## src/rtl/rob_wb_arbiter.sv

```systemverilog
// rob_wb_arbiter
//   Writeback scheduler in front of the reorder buffer's single slot-write
//   path. Completions from the ALU (port 1), MUL (port 2) and LD/ST (port 3)
//   units are each held in a one-entry buffer. Every cycle the valid buffer
//   whose ROB id is oldest relative to the ROB head is presented to the ROB.
//   Ports whose buffer is still occupied are backpressured.
//
// Ports
//   clk, reset          clock; synchronous active-high reset
//   head                current ROB head (oldest id)
//   flush               discard all buffered completions
//   port1/2_*           register-writing completions (id, address, data, w, req)
//   port3_*             LD/ST completions (id, address, data, s, req)
//   portN_stall         completion not accepted this cycle
//   wb_*                write request to the ROB; all fields zero when idle
//   wb_stall            ROB cannot take the write this cycle
//
// Build option
//   WB_PIPE_EN          adds a registered output stage (2-cycle latency)

module rob_wb_arbiter #(
  parameter int ID_SIZE          = 1,
  parameter int REGISTER_SIZE    = 32,
  parameter int REG_ADDRESS_SIZE = 5,
  parameter int ADDRESS_SIZE     = 32
) (
  input  logic                        clk,
  input  logic                        reset,
  input  logic [ID_SIZE-1:0]          head,
  input  logic                        flush,

  input  logic [ID_SIZE-1:0]          port1_id,
  input  logic [REG_ADDRESS_SIZE-1:0] port1_address,
  input  logic [REGISTER_SIZE-1:0]    port1_data,
  input  logic                        port1_w,
  input  logic                        port1_req,
  output logic                        port1_stall,

  input  logic [ID_SIZE-1:0]          port2_id,
  input  logic [REG_ADDRESS_SIZE-1:0] port2_address,
  input  logic [REGISTER_SIZE-1:0]    port2_data,
  input  logic                        port2_w,
  input  logic                        port2_req,
  output logic                        port2_stall,

  input  logic [ID_SIZE-1:0]          port3_id,
  input  logic [ADDRESS_SIZE-1:0]     port3_address,
  input  logic [REGISTER_SIZE-1:0]    port3_data,
  input  logic                        port3_s,
  input  logic                        port3_req,
  output logic                        port3_stall,

  output logic [ID_SIZE-1:0]          wb_id,
  output logic [ADDRESS_SIZE-1:0]     wb_address,
  output logic [REGISTER_SIZE-1:0]    wb_data,
  output logic                        wb_w,
  output logic                        wb_m,
  output logic                        wb_req,
  input  logic                        wb_stall
);

  localparam int NP = 3;

  // Incoming completions normalised to the ROB write format, so the buffers
  // and the selector treat all three ports identically.
  logic [ID_SIZE-1:0]       in_id   [NP];
  logic [ADDRESS_SIZE-1:0]  in_addr [NP];
  logic [REGISTER_SIZE-1:0] in_data [NP];
  logic [NP-1:0]            in_w;
  logic [NP-1:0]            in_m;
  logic [NP-1:0]            in_req;

  always_comb begin
    in_id[0]   = port1_id;
    in_addr[0] = ADDRESS_SIZE'(port1_address);
    in_data[0] = port1_data;
    in_w[0]    = port1_w;
    in_m[0]    = 1'b0;
    in_req[0]  = port1_req;

    in_id[1]   = port2_id;
    in_addr[1] = ADDRESS_SIZE'(port2_address);
    in_data[1] = port2_data;
    in_w[1]    = port2_w;
    in_m[1]    = 1'b0;
    in_req[1]  = port2_req;

    in_id[2]   = port3_id;
    in_addr[2] = port3_address;
    in_data[2] = port3_data;
    in_w[2]    = ~port3_s;
    in_m[2]    = port3_s;
    in_req[2]  = port3_req;
  end

  // One-entry buffer per port
  logic [NP-1:0]            val_q,  val_d;
  logic [ID_SIZE-1:0]       id_q   [NP];
  logic [ID_SIZE-1:0]       id_d   [NP];
  logic [ADDRESS_SIZE-1:0]  addr_q [NP];
  logic [ADDRESS_SIZE-1:0]  addr_d [NP];
  logic [REGISTER_SIZE-1:0] data_q [NP];
  logic [REGISTER_SIZE-1:0] data_d [NP];
  logic [NP-1:0]            w_q, w_d;
  logic [NP-1:0]            m_q, m_d;

  // Selector: smallest (id - head) mod 2^ID_SIZE wins; strict compare in
  // ascending port order gives ties to the lower port number.
  logic [ID_SIZE-1:0]       age [NP];
  logic                     sel_valid;
  logic [NP-1:0]            sel_onehot;
  logic [ID_SIZE-1:0]       sel_age;
  logic [ID_SIZE-1:0]       sel_id;
  logic [ADDRESS_SIZE-1:0]  sel_addr;
  logic [REGISTER_SIZE-1:0] sel_data;
  logic                     sel_w;
  logic                     sel_m;

  always_comb begin
    sel_valid  = 1'b0;
    sel_onehot = '0;
    sel_age    = '0;
    sel_id     = '0;
    sel_addr   = '0;
    sel_data   = '0;
    sel_w      = 1'b0;
    sel_m      = 1'b0;
    for (int i = 0; i < NP; i++) begin
      age[i] = id_q[i] - head;
      if (val_q[i] && (!sel_valid || (age[i] < sel_age))) begin
        sel_valid  = 1'b1;
        sel_onehot = NP'(1) << i;
        sel_age    = age[i];
        sel_id     = id_q[i];
        sel_addr   = addr_q[i];
        sel_data   = data_q[i];
        sel_w      = w_q[i];
        sel_m      = m_q[i];
      end
    end
  end

  // sel_take: the selected buffer is emptied at this edge
  logic          sel_take;
  logic [NP-1:0] consumed;
  logic [NP-1:0] stall;
  logic [NP-1:0] accept;

`ifdef WB_PIPE_EN
  logic                     ov_q,    ov_d;
  logic [ID_SIZE-1:0]       oid_q,   oid_d;
  logic [ADDRESS_SIZE-1:0]  oaddr_q, oaddr_d;
  logic [REGISTER_SIZE-1:0] odata_q, odata_d;
  logic                     ow_q,    ow_d;
  logic                     om_q,    om_d;

  // The stage refills when empty or when its current write retires.
  assign sel_take = sel_valid && (!ov_q || !wb_stall);

  always_comb begin
    ov_d    = ov_q;
    oid_d   = oid_q;
    oaddr_d = oaddr_q;
    odata_d = odata_q;
    ow_d    = ow_q;
    om_d    = om_q;
    if (flush) begin
      ov_d    = 1'b0;
      oid_d   = '0;
      oaddr_d = '0;
      odata_d = '0;
      ow_d    = 1'b0;
      om_d    = 1'b0;
    end else if (sel_take) begin
      ov_d    = 1'b1;
      oid_d   = sel_id;
      oaddr_d = sel_addr;
      odata_d = sel_data;
      ow_d    = sel_w;
      om_d    = sel_m;
    end else if (ov_q && !wb_stall) begin
      // Clear the fields too so the outputs read zero while idle.
      ov_d    = 1'b0;
      oid_d   = '0;
      oaddr_d = '0;
      odata_d = '0;
      ow_d    = 1'b0;
      om_d    = 1'b0;
    end
  end

  always_ff @(posedge clk) begin
    if (reset) begin
      ov_q    <= 1'b0;
      oid_q   <= '0;
      oaddr_q <= '0;
      odata_q <= '0;
      ow_q    <= 1'b0;
      om_q    <= 1'b0;
    end else begin
      ov_q    <= ov_d;
      oid_q   <= oid_d;
      oaddr_q <= oaddr_d;
      odata_q <= odata_d;
      ow_q    <= ow_d;
      om_q    <= om_d;
    end
  end

  assign wb_req     = ov_q;
  assign wb_id      = oid_q;
  assign wb_address = oaddr_q;
  assign wb_data    = odata_q;
  assign wb_w       = ow_q;
  assign wb_m       = om_q;
`else
  assign sel_take   = sel_valid && !wb_stall;

  assign wb_req     = sel_valid;
  assign wb_id      = sel_id;
  assign wb_address = sel_addr;
  assign wb_data    = sel_data;
  assign wb_w       = sel_w;
  assign wb_m       = sel_m;
`endif

  assign consumed = sel_take ? sel_onehot : '0;
  assign stall    = val_q & ~consumed;
  assign accept   = in_req & ~stall & {NP{~flush}};

  assign port1_stall = stall[0];
  assign port2_stall = stall[1];
  assign port3_stall = stall[2];

  // A consumed buffer may reload in the same cycle and then stays valid.
  always_comb begin
    val_d = val_q;
    w_d   = w_q;
    m_d   = m_q;
    for (int i = 0; i < NP; i++) begin
      id_d[i]   = id_q[i];
      addr_d[i] = addr_q[i];
      data_d[i] = data_q[i];
      if (flush) begin
        val_d[i] = 1'b0;
      end else if (accept[i]) begin
        val_d[i]  = 1'b1;
        id_d[i]   = in_id[i];
        addr_d[i] = in_addr[i];
        data_d[i] = in_data[i];
        w_d[i]    = in_w[i];
        m_d[i]    = in_m[i];
      end else if (consumed[i]) begin
        val_d[i] = 1'b0;
      end
    end
  end

  always_ff @(posedge clk) begin
    if (reset) begin
      val_q <= '0;
      w_q   <= '0;
      m_q   <= '0;
      for (int i = 0; i < NP; i++) begin
        id_q[i]   <= '0;
        addr_q[i] <= '0;
        data_q[i] <= '0;
      end
    end else begin
      val_q <= val_d;
      w_q   <= w_d;
      m_q   <= m_d;
      for (int i = 0; i < NP; i++) begin
        id_q[i]   <= id_d[i];
        addr_q[i] <= addr_d[i];
        data_q[i] <= data_d[i];
      end
    end
  end

endmodule

```

## config.mk

```make
export PLATFORM = sky130hd
export DESIGN_NAME = rob_wb_arbiter
export DESIGN_NICKNAME = d
export VERILOG_FILES = /design/src/rtl/rob_wb_arbiter.sv
export SDC_FILE = /design/constraint.sdc
export NUM_CORES = 1
export LEC_CHECK = 0
export BUFFER_PORTS_ARGS = -buffer_cell sky130_fd_sc_hd__buf_2
export CAP_MARGIN = 20
export CORE_MARGIN = 3
export CORE_UTILIZATION = 47
export DETAILED_ROUTE_END_ITERATION = 16
export PLACE_DENSITY_LB_ADDON = 0.12
export SYNTH_ARGS = -nofsm -noshare
export SYNTH_HDL_FRONTEND = slang
export SYNTH_SLANG_ARGS = --single-unit
```

## constraint.sdc

```tcl
create_clock -name clk -period 2.35 [get_ports clk]
set_clock_uncertainty 0.1 [all_clocks]
set_input_delay 0.47 -clock clk [delete_from_list [all_inputs] [get_ports clk]]
set_output_delay 0.47 -clock clk [all_outputs]
set_load 0.01 [all_outputs]
```

==> results of run 1 <==
## final timing paths
path / cells past startpoint / endpoint
worst max-delay path: 9 / wb_data[26]
worst min-delay path: 2 / val_q[2]
worst max register to register: 12 / data_q[0][30]
worst min register to register: 2 / data_q[0][52]
## through the flow
stage | worst slack (ns) | total power [µW] | TNS (ns) | util (%)
3_3_place_gp | -0.251 | 3730 | -22.13 | 58.5
4_1_cts | -0.430 | 6920 | -23.88 | 66.1
5_1_grt | -0.488 | 7240 | -30.99 | 69.7
6_report | -0.406 | 7000 | -23.33 | 69.7
3_5_place_dp | -0.275 | 3740 | -24.33 | 58.5
2_1_floorplan | -0.0111 | 3350 | -0.334 | -
## cells in the mapped netlist (2+ instances only)
master,instances,area (µm²)
nand2b_1,81,507
o21ai_0,102,510
clkbuf_1,76,285
buf_2,10,50.1
nor3b_1,2,15.0
buf_1,6,22.5
and3_1,28,175
nand2_1,79,297
a21oi_1,108,541
a21bo_2,39,390
o21ai_1,6,30.0
inv_1,2,7.51
dfxtp_1,148,2960
or3_1,3,18.8
mux2i_1,39,390
mux2_2,39,439
a31oi_1,4,25.0
nor2_1,3,11.3
a21boi_0,2,15.0
nand3b_1,3,22.5
nand3_1,107,536
## registers in the layout (all words and copies together), names as in the netlist
register and count:
val_q 3, data_q 96, w_q 3, m_q 1, addr_q 42, id_q 3
## cell type report
cell class / count / area (µm²) / share of cell area, %
Clock buffer: 24 / 502 / 4.70
Tap cell: 211 / 264 / 2.47
Timing Repair Buffer: 289 / 2390 / 22.4
Inverter: 2 / 7.51 / 0.0703
Clock inverter: 8 / 169 / 1.58
Multi-Input combinational cell: 660 / 4380 / 41.0
Sequential cell: 148 / 2970 / 27.8
## logic make-up (layout without fill, tap and decap cells)
group | Yosys count | after routing | synth area share, %
compound gates | 269 | 269 | 21.6
mux | 78 | 78 | 11.2
buf+inv | 96 | 323 | 5.19
simple gates | 313 | 313 | 22.0
flops | 148 | 148 | 40.0
## power groups by stage
| stage | clock (µW) | combinational (µW) | sequential [µW] |
|---|---|---|---|
| floorplan | 0 | 563 | 2790 |
| global placement | 0 | 917 | 2810 |
| detailed placement | 0 | 928 | 2810 |
| CTS | 3110 | 1050 | 2760 |
| global route | 3210 | 1240 | 2790 |
| finish | 3080 | 1150 | 2770 |
## timing repair
item / in CTS / in global routing
buffers inserted: 8 / 5
endpoints found under the setup margin: 70 / 127
pin swaps: 3 / 2
endpoints found under the hold margin: 0 / 0
cloned: 6 / 5
resized for setup: 73 / 93
## per-layer routing
| metal | vias to the layer above | part of all wire (%) | wire length, µm |
|---|---|---|---|
| li1 | 3609 | - | - |
| met1 | 3579 | 43 | 10600 |
| met2 | 273 | 48 | 11900 |
| met3 | 31 | 6.8 | 1690 |
| met4 | 4 | 1.6 | 401 |
| met5 | - | 0.11 | 27 |
==> reports/results.txt, run 1 <==
Status = complete, but fails checks
Failing checks = setup timing
Total gr overflow = 0
Initial Utilization = 48.4%
R2r startpoint = id_q[0][1]
First-pass GRT wire length = 37500 µm
DRT iter0 DRCs = 499
Leakage power = 0.00443 µW
Post-Syn Area per Cell = 8.19 µm²
Least-Margin Pin Slew = 0.522 ns
Psw = 1710 µW
WS Path Type = reg -> out
Clk pwr share = 44.0%
Fmax achieved = 363 MHz
Synthesized instance count = 904
Layout fillers = 1257
WL/cell = 18.4 µm
Comb power frac = 16.5%
CP required = 1.78 ns
Sequential fraction of the synthesis area = 40.0%
Routed WL = 24600 µm
Final hold slack = 0.180 ns
Crit-path cells = or3b_4 -> a31oi_4 -> buf_12 -> buf_8 -> clkbuf_16 -> nand2_1 -> o21ai_0 -> mux2_4 -> buf_6
CP Launch Point = id_q[0][1]
Placed instance area = 8950 µm²
Final period utilization = 117%
Vias = 7496
Nets = 1270
Post-synth cell types = 38
Worst reg-to-reg setup slack = 0 ns
Slew headroom = 64.7%
Most common cell after layout, fill and taps aside = buf_2
CP max stage cell = or3b_4
Synth Warn # = 0
Skew-Pair Late Insertion Delay = 0.42 ns
Met3 GRT Util = 7.50%
Crit end category = primary output
Root Driver = clkbuf_16
RSZ-0062 raised after global routing = yes
CTS Buffer Depth = 2
Total global-route track usage = 26.6%
# DRC = 0
Initial antenna violation count = 2
Seq pwr share = 39.5%
Most used flip-flop cell after synthesis = dfxtp_1
Worst hold path type = in -> reg
Delay of the slowest critical-path stage = 0.41 ns
Maximum vdd ir drop = 489 µV
GR Util met1 = 34.0%
Final Worst Setup Slack = -0.406 ns
Reg clk slew, reported paths = 0.06 ns
Yosys reg bits = 148
Non-Filler Instances = 1342
Hold Path Origin = port3_req
Total Die Area = 17300 µm²
CTS tree = done
Power per Cell Area = 655 nW/µm²
Clock sink total = 148
Port Buffers = 222
Worst Path Arrival = 2.19 ns
TritonRoute pass-1 iters = 4
EDFF count, synth = 0
Pins Over Slew Limit = 0
WP buf/inv = 4
Number of diodes = 0
Hold Fails Final Rpt = 0
Std-Cell Rows = 45
Async S/R FF share, synth = 0%
Pint = 5290 µW
Switching portion of total power = 24.4%
Crit path time final = 2.76 ns
I/O Pins = 223
Most frequent cells in the layout = 169 x buf_2, 145 x dfxtp_1, 107 x nand3_1, 106 x a21oi_1, 81 x nand2b_1
Vias/cell = 5.59
Critical path fanouts, max = 8
GR Util met2 = 43.9%
Synthesized net count = 1056
Max_cap viols = 0
Post-CTS Hold Buffers = 0
Busiest grt layer = met2
Die X = 132 µm
Final instance area = 10700 µm²
Setup Viol. Count Final = 71
Htree depth = 4
Core Box Area = 15300 µm²
Mapped Area = 7410 µm²
Vias in the first global route = 7204
Die height = 132 µm
Largest net degree at the start of global routing = 79
Worst path top cell family by delay = buffers and inverters
Area growth syn-to-layout = 44.2%
Share of cells above drive strength 1 = 39.6%
Inst Count DP = 1286
Setup crit start kind = register
CTS buffer count = 17
Antenna Violating Nets Remaining = 0
Post-DP HPWL = 14500 µm
Final GP Congestion = 0.840
No activity file was read; power rests on OpenSTA's default activity.
==> run 2: changes to the inputs <==
- CORE_UTILIZATION: 47 -> 50
- MAX_ROUTING_LAYER: not set -> met4
- clock period: 2.35 -> 3.25 ns (I/O delays scaled with it)
==> run 2 against run 1 <==
The run now ends clean. Non-clock buffer count shrank 42. Via count shrank 4.9%. Count of clock-buffer cells in the layout shrank 7. Die area shrank 5.7%. Flip-flop and latch count is the same. Final cell count shrank 5.1%. Largest cell class unchanged. Highest routed layer is now met4. Core utilization shrank 3.6 points. Largest power group unchanged.
==> reports/results.txt, run 2 (synthesized netlist as in run 1, its figures left out) <==
Status = completed
# DRC = 0
Antenna Violating Nets Remaining = 0
Worst reg-to-reg setup slack = 0.52 ns
Setup crit start kind = register
Worst Hold End = addr_q[0][72]
CP max stage cell = or3b_1
Leakage power = 0.00400 µW
Area growth syn-to-layout = 26.9%
Total gr overflow = 0
Reg clk slew, reported paths = 0.06 ns
WS Path Type = reg -> out
Pins Over Slew Limit = 0
Max_cap viols = 0
Initial Utilization = 52.1%
RSZ-0062 raised after global routing = no
Worst path top cell family by delay = compound AO/OA/AOI/OAI gates
Final TNS setup = 0 ns
Final Worst Setup Slack = 0.140 ns
Port Buffers = 222
Vias/cell = 5.59
Post-DP HPWL = 13800 µm
Worst Path Arrival = 2.36 ns
Setup Viol. Count Final = 0
Htree depth = 4
Clock sink total = 148
Skew-Pair Late Insertion Delay = 0.42 ns
Final hold slack = 0.362 ns
Root Driver = clkbuf_16
Vias in the first global route = 6763
Nets = 1228
Final GP Congestion = 0.831
Critical register-to-register path endpoint = data_q[0][2]
Max reg flops = 96
Hold Path Origin = addr_q[0][72]
Most frequent cells in the layout = 221 x buf_2, 147 x dfxtp_1, 107 x a21oi_1, 107 x nand3_1, 102 x o21ai_0
Dpl ws = 0.203 ns
I/O Pins = 223
Fmax achieved = 322 MHz
Power per Cell Area = 508 nW/µm²
Largest regs = data_q (96), addr_q (42)
R2R depth = 7
Crit path time final = 3.11 ns
Critical path fanouts, max = 28
Share of cells above drive strength 1 = 33.8%
Total Die Area = 16300 µm²
TritonRoute pass-1 iters = 7
Die height = 128 µm
Biggest register = data_q
Total global-route track usage = 26.5%
Routed WL = 21400 µm
Core Box Area = 14200 µm²
WL/cell = 16.8 µm
CTS buffer count = 17
Final period utilization = 95.7%
Largest net degree at the start of global routing = 79
DRT iter0 DRCs = 458
Std-Cell Rows = 43
Initial antenna violation count = 3
Hold Fails Final Rpt = 0
Maximum vdd ir drop = 373 µV
Delay of the slowest critical-path stage = 0.44 ns
Least-Margin Pin Slew = 0.774 ns
First-pass GRT wire length = 33800 µm
Crit-path cells = or3b_1 -> a31oi_4 -> buf_12 -> o21ai_0 -> mux2_2 -> buf_2
WP buf/inv = 2
Slew headroom = 48.4%
Most common cell after layout, fill and taps aside = buf_2
Worst hold path type = reg -> reg
Vias = 7126
Crit end category = primary output
CTS Buffer Depth = 2
Die X = 128 µm
R2r startpoint = id_q[0][1]
Worst hold path cell count = 2
CTS tree = done
CP required = 2.50 ns
-- run 2: cell count changes in the layout (fill, tap and decap cells not counted), moves of 20 or more --
| cell | delta |
|---|---|
| and3_1 | +20 |
| and3_4 | -20 |
| buf_2 | +52 |
| buf_6 | -62 |
| o21ai_0 | +28 |
| o21ai_1 | -23 |
-- run 2: per-stage QoR --
stage	util (%)	instance area, µm²	total power (µW)	instances
finish	66.2	9400	4770	1274
CTS	65.9	9360	4800	1267
detailed placement	61.4	8720	2670	1236
floorplan	-	7410	2420	904
global placement	61.4	8720	2660	1236
global route	66.1	9390	4970	1271
-- run 2: final cells by class --
class                      instances  area [µm²]
antenna                            6        15.0
clock buffer                      17         425
clock inverter                    14         210
fill                            1305        4810
inverter                           2        7.51
multi-input combinational        660        4130
sequential                       148        2960
tap                              180         225
timing repair buffer             247        1420
-- run 2: per-layer routing --
metal  GRT usage (%)  vias up  routed length, µm
met3            7.75       24               1710
met2            41.9      226              10200
met5               -        -                  0
met4            7.12        0                289
met1            33.3     3363               9260
li1                -     3513                  -
-- run 2: power breakdown --
part           total, µW  leakage [µW]  internal (µW)  switching, µW
clock network       2130      0.000305           1350            779
registers           2000       0.00121           1940           62.6
logic                641       0.00248            296            344
-- run 2: worst max path at each step --
stage	startpoint	endpoint	slack (ns)	depth (start not counted)
after global placement	head	wb_data[31]	0.25	7
after detailed placement	head	wb_data[13]	0.20	7
after floorplan	head	wb_data[31]	0.48	5
after CTS	id_q[0][0]	wb_data[4]	0.12	6
final	id_q[0][0]	wb_data[4]	0.14	6
after global routing	id_q[0][0]	wb_data[4]	0.006	6
-- run 2: worst register-to-register path: stages (launching register included) --
cell and delay, ns:
dfxtp_1 0.43, or3b_1 0.23, a31oi_4 0.17, clkbuf_16 0.24, or3_1 0.42, o221ai_4 0.62
buf_12 0.25, mux2i_1 0.21
-- run 2: repair_timing --
item / in CTS / in global routing
setup endpoints to repair: 0 / 1
gates resized for setup: 0 / 0
buffers inserted: 0 / 0
hold buffers: 0 / 0
